===== config.mk =====
export PLATFORM = sky130hd
export DESIGN_NAME = register_bank
export DESIGN_NICKNAME = d
export VERILOG_FILES = /design/src/rtl/register_bank.sv
export SDC_FILE = /design/constraint.sdc
export NUM_CORES = 1
export LEC_CHECK = 0
export CAP_MARGIN = 20
export CORE_MARGIN = 8
export CORE_UTILIZATION = 30
export CTS_CLUSTER_SIZE = 24
export DETAILED_ROUTE_END_ITERATION = 10
export SLEW_MARGIN = 10
export SYNTH_ARGS = -nofsm -noshare
export SYNTH_HDL_FRONTEND = slang
export SYNTH_SLANG_ARGS = --single-unit

===== constraint.sdc =====
create_clock -name CLK -period 2.4 [get_ports CLK]
set_input_delay 0.72 -clock CLK [delete_from_list [all_inputs] [get_ports CLK]]
set_output_delay 0.72 -clock CLK [all_outputs]
set_load 0.005 [all_outputs]

===== src/rtl/register_bank.sv =====
// register_bank: accumulator-style register file for a small N-bit CPU.
// Four N-bit registers (A, B, OUT, PC) and a carry flag C. All of them are
// fed from one shared adder, SUM = OPND + IM.
// On each enabled edge, every register whose LOAD bit is set takes SUM.
// When it is not loaded, PC increments instead.
// Optional feature: define REGISTER_BANK_OUT_STB_EN to add the registered
// OUT_STB port, which pulses for the cycle after each OUT load.
module register_bank #(
  parameter int N = 4
) (
  input  logic         CLK,
  input  logic         NRST,
  input  logic         EN,
  input  logic [N-1:0] OPND,
  input  logic [N-1:0] IM,
  input  logic [3:0]   LOAD,
  output logic [N-1:0] A,
  output logic [N-1:0] B,
  output logic [N-1:0] OUT,
  output logic [N-1:0] PC,
  output logic         C
`ifdef REGISTER_BANK_OUT_STB_EN
  ,
  output logic         OUT_STB
`endif
);

  // Bit positions inside LOAD.
  localparam int LdA   = 0;
  localparam int LdB   = 1;
  localparam int LdOut = 2;
  localparam int LdPc  = 3;

  logic [N:0]   sum;
  logic [N-1:0] a_q, a_d;
  logic [N-1:0] b_q, b_d;
  logic [N-1:0] out_q, out_d;
  logic [N-1:0] pc_q, pc_d;
  logic         c_q, c_d;

  // Shared adder with no carry-in. The extra top bit is the carry-out.
  always_comb begin
    sum = {1'b0, OPND} + {1'b0, IM};
  end

  // Next-state selection. Old A/B values feed OPND, so this is read-before-write.
  always_comb begin
    // NOTE: every variable gets a hold default first, so no path can leave it unassigned and infer a latch.
    a_d   = a_q;
    b_d   = b_q;
    out_d = out_q;
    pc_d  = pc_q;
    c_d   = c_q;
    if (EN) begin
      if (LOAD[LdA])   a_d   = sum[N-1:0];
      if (LOAD[LdB])   b_d   = sum[N-1:0];
      if (LOAD[LdOut]) out_d = sum[N-1:0];
      pc_d = LOAD[LdPc] ? sum[N-1:0] : pc_q + N'(1);
      c_d  = sum[N];
    end
  end

  // State registers. The synchronous reset takes priority over EN and LOAD.
  always_ff @(posedge CLK) begin
    // NOTE: sequential state uses non-blocking assignments, so every register samples pre-edge values.
    if (!NRST) begin
      a_q   <= '0;
      b_q   <= '0;
      out_q <= '0;
      pc_q  <= '0;
      c_q   <= 1'b0;
    end else begin
      a_q   <= a_d;
      b_q   <= b_d;
      out_q <= out_d;
      pc_q  <= pc_d;
      c_q   <= c_d;
    end
  end

  assign A   = a_q;
  assign B   = b_q;
  assign OUT = out_q;
  assign PC  = pc_q;
  assign C   = c_q;

`ifdef REGISTER_BANK_OUT_STB_EN
  logic stb_q;
  logic stb_d;

  // The strobe is high exactly when the previous edge was enabled and loaded OUT.
  always_comb begin
    stb_d = EN & LOAD[LdOut];
  end

  // Strobe register. Reset clears it together with the rest of the state.
  always_ff @(posedge CLK) begin
    if (!NRST) stb_q <= 1'b0;
    else       stb_q <= stb_d;
  end

  assign OUT_STB = stb_q;
`endif

endmodule


After elaboration in Yosys (flattened, before gate mapping) --
Cells that the tools add are included.
Word-level totals: bits in latches 0, RAM bits 0, flip-flop bits (word level) 17, memory bits (read-only) 0, memories 0, output and inout port bits 17, input port bits 15
Cells by class: reductions and logical operators 3, equal/unequal tests 0, $mul 0, magnitude comparators 0, bitwise gates (word level) 0, mux-type cells 1, div/mod/pow operators 0, shifts and indexed selects 0, add/subtract/negate cells 2
Operators with widths (count):
- 2-bit AND reduction | 3
- 4-bit by 4-bit adder with 5-bit output | 1
- 4-bit by 1-bit adder with 4-bit output, second input constant | 1
- 4-bit 2-to-1 mux | 1

Depth between registers and ports, before layout --
word-level depth 2, mapped depth 7, mapped depth without buffers 7

Least setup slack after synthesis --
OpenSTA, ideal clock, no wires.
path kind input-to-reg, start point in OPND[0], end point reg pc_q[2], in the netlist PC[2], setup time 0.117 ns, slack 0.470 ns, stages on the path 7, data required time 2.283 ns, arrival 1.814 ns, cell sequence ha_1 > inv_1 > fa_1 > xor2_2 > mux2i_1 > a22oi_1 > nor2_1
Between the ends: longest elaborated chain between the ends 2
RTL lines:
- from (decl) | RTL line 14 | input logic [N-1:0] OPND,
- 4-bit by 4-bit adder with 5-bit output | RTL line 43 | sum = {1'b0, OPND} + {1'b0, IM};
- 4-bit 2-to-1 mux | RTL line 58 | pc_d = LOAD[LdPc] ? sum[N-1:0] : pc_q + N'(1);
- to (signal assigned) | RTL line 76 | pc_q <= pc_d;
- to (decl) | RTL line 38 | logic [N-1:0] pc_q, pc_d;
No other way between the ends. A chain may end at the register's enable or synchronous reset.

Final worst setup path --
Ends and elaborated chain as after synthesis.

==> out/results.tsv <==
stage	metric	value	unit
drt	Avg WL per Cell	13.2	um
synth	#FFs+latches synth	17	
cts	clock slew at reported path FFs	0.10	ns
synth	Post-Syn Area per Cell	8.82	um2
drt	DR vias	782	
global_route	Total GRT Usage	8.52	%
power	Power per Cell Area	528	nW/um2
setup_path	CP Max Fanout	4	
timing	final worst path period share	92.1	%
placement	pre-CTS setup slack	-0.160	ns
floorplan	Rows	19	
setup_path	CP Launch Type	input pin	
layout	FILL cells	283	
setup_path	critical path data required time	2.57	ns
synth	largest family of logic cells by synthesized area	simple AND/OR/NAND/NOR gates	
setup_path	CP Data Arrival Time	2.38	ns
hold_path	Hold WC Path Type	register to register	
synth	Post-Syn Instances	97	
floorplan	Die Area	4820	um2
synth	Yosys cell types	25	
timing	Min Hold Slack	0.462	ns
global_route	vias in the first global route	809	
layout	Reg area	340	um2
cts	# clock sinks	17	
placement	total placed cells including tap cells	157	
synth	cell area after synthesis	856	um2
setup_path	setup slack, reg-to-reg	1.31	ns
outcome	result of the run	finished, final reports clean	
layout	Finished Layout Cells	161	
floorplan	Starting Density	31.3	%
drt	via density per instance	4.86	
cts	clk_lat worst skew	0.28	ns
floorplan	Die H	69.4	um
layout	ant diodes	0	
timing	worst slew pin tran	0.507	ns
layout	most frequent cells in the layout	31 x clkdlybuf4s50_1, 17 x dfxtp_1, 15 x nor2_1	
floorplan	number of top-level pins	32	
layout	Synth-to-Final Area Change	41.8	%
cts	H-Tree Depth	1	
power	worst vdd ir	287	uV
drt	Initial DRT Pass Iterations	4	
layout	Final nets	152	
cts	CTS tree	yes	
layout	multi-input logic area	455	um2
timing	Hold Vio Cnt, Final	0	
synth	Yosys warnings	0	
drt	Residual DRC	0	
setup_path	Critical R2R Launch	PC[0]	
cts	CTS Buf Count	3	
setup_path	CP endpoint kind	register	
layout	fraction of layout cells with a size suffix above 1	7.69	%
layout	Design Area, Final	1210	um2
timing	Slew HR	66.2	%
placement	Detail Placement HPWL	1730	um
layout	Util after Layout	44.4	%
synth	compound-cell area share of the yosys netlist	16.7	%
layout	most common cell after layout, fill and taps aside	clkdlybuf4s50_1	
cts	CTS Buffer Depth	2	
synth	simple-gate portion of the synthesized area	17.3	%
synth	Syn Nets	118	
timing	Final Slew Violations	0	
cts	Root Buffer	clkbuf_4	
hold_path	hold depth	2	
hold_path	Hold EP	OUT[0]	
global_route	GR Overflow Total	0	
power	leak pwr	0.505	nW
job	max-capacitance violation count	0	
timing	final worst slack	0.191	ns
setup_path	RR Endpoint	PC[2]	
synth	Synth Area in XOR/XNOR	3.80	%
cts	hold_buf cts	0	
drt	DR iter-0 viols	17	
timing	Period minus WS final	2.21	ns
synth	mux contribution to synthesized area	5.85	%
timing	RSZ-0062 raised after global routing	no	
global_route	first-pass GRT wire length	3560	um
drt	ANT nets after route	0	
floorplan	Die Wd	69.4	um
floorplan	core area	2730	um2
hold_path	hold wc startpoint	OUT[0]	
timing	Fin Setup TNS	0	ns
timing	Fin Clk Skew	0.00181	ns
drt	final WL	2130	um
global_route	initial antenna violation count	0	
timing	Final setup viols	0	
cts	cts repair resizes	0	
global_route	largest net degree at the start of global routing	17	
placement	cell area after placement	1190	um2
power	Power Total	641	uW
timing	Max Clk Rate	453	MHz
synth	Post-Synth Adder-Cell Area	9.65	%
placement	routability cong.	0.734	
synth	Seq/Total Area, Yosys	39.8	%
cts	postcts setup bufs	0	
placement	Buffers on Ports	31	
setup_path	Reg2Reg Depth	5	
setup_path	WS Path Type	input pin to register	
==> Yosys cell counts, drive strengths merged <==
library cell / count / area [um2]
a211oi: 1 / 7.51
a21o: 2 / 16.3
a21oi: 12 / 63.8
a22oi: 1 / 7.51
a31oi: 1 / 6.26
and2b: 1 / 7.51
buf: 4 / 33.8
dfxtp: 17 / 340
fa: 1 / 20.0
ha: 5 / 62.6
inv: 7 / 26.3
mux2i: 5 / 50.1
nand2: 6 / 22.5
nand2b: 2 / 12.5
nand3: 7 / 35.0
nand3b: 1 / 7.51
nand4: 1 / 6.26
nor2: 15 / 56.3
o21ai: 2 / 10.0
o22a: 1 / 8.76
o31ai: 3 / 22.5
xor2: 2 / 32.5
==> metal layers <==
metal	vias to the layer above	part of all wire [%]	track usage (%)
li1	396	-	-
met1	362	43	8.90
met2	22	49	15.6
met3	2	7.8	3.58
met4	0	0.28	1.37
met5	-	0	0
==> cell families (layout without fill, tap and decap cells) <==
family,Yosys count,after routing
AO/OA/AOI/OAI,23,23
adder cells (fa/ha/maj),6,6
AND/OR/NAND/NOR,33,33
multiplexers,5,5
flip-flops,17,17
XOR/XNOR,2,2
buffers and inverters,11,44
==> critical path, stage by stage <==
cell             delay (ns)
clkdlybuf4s50_1        0.46
ha_1                   0.16
inv_1                  0.05
fa_1                   0.41
xor2_2                 0.22
mux2i_1                0.11
a22oi_1                0.19
nor2_1                 0.05
==> sequential cells by signal (all words and copies together) (netlist names) <==
register / flops
B: 4
C: 1
PC: 4
A: 4
OUT: 4
==> power breakdown <==
part	switching, mW	total (mW)	internal (mW)
Clock	0.0917	0.153	0.0618
Combinational	0.0750	0.170	0.0955
Sequential	0.0139	0.317	0.303
==> area by class of cell <==
class / instances / share of cell area [%]
Clock buffer: 3 / 1.86
Clock inverter: 1 / 0.412
Inverter: 7 / 2.16
Multi-Input combinational cell: 69 / 37.5
Sequential cell: 17 / 28.0
Tap cell: 31 / 3.20
Timing Repair Buffer: 33 / 26.8
==> worst max path at each step <==
stage / start / to / slack (ns) / cells after the start
after detailed placement: OPND[0] / PC[2] / -0.16 / 8
final: OPND[0] / PC[2] / 0.19 / 8
after global routing: OPND[0] / PC[2] / 0.1 / 8
after floorplan: OPND[0] / PC[2] / 0.47 / 7
after global placement: OPND[0] / PC[2] / -0.07 / 8
after CTS: OPND[0] / PC[2] / 0.18 / 8
(Power assumes the default switching activity.)
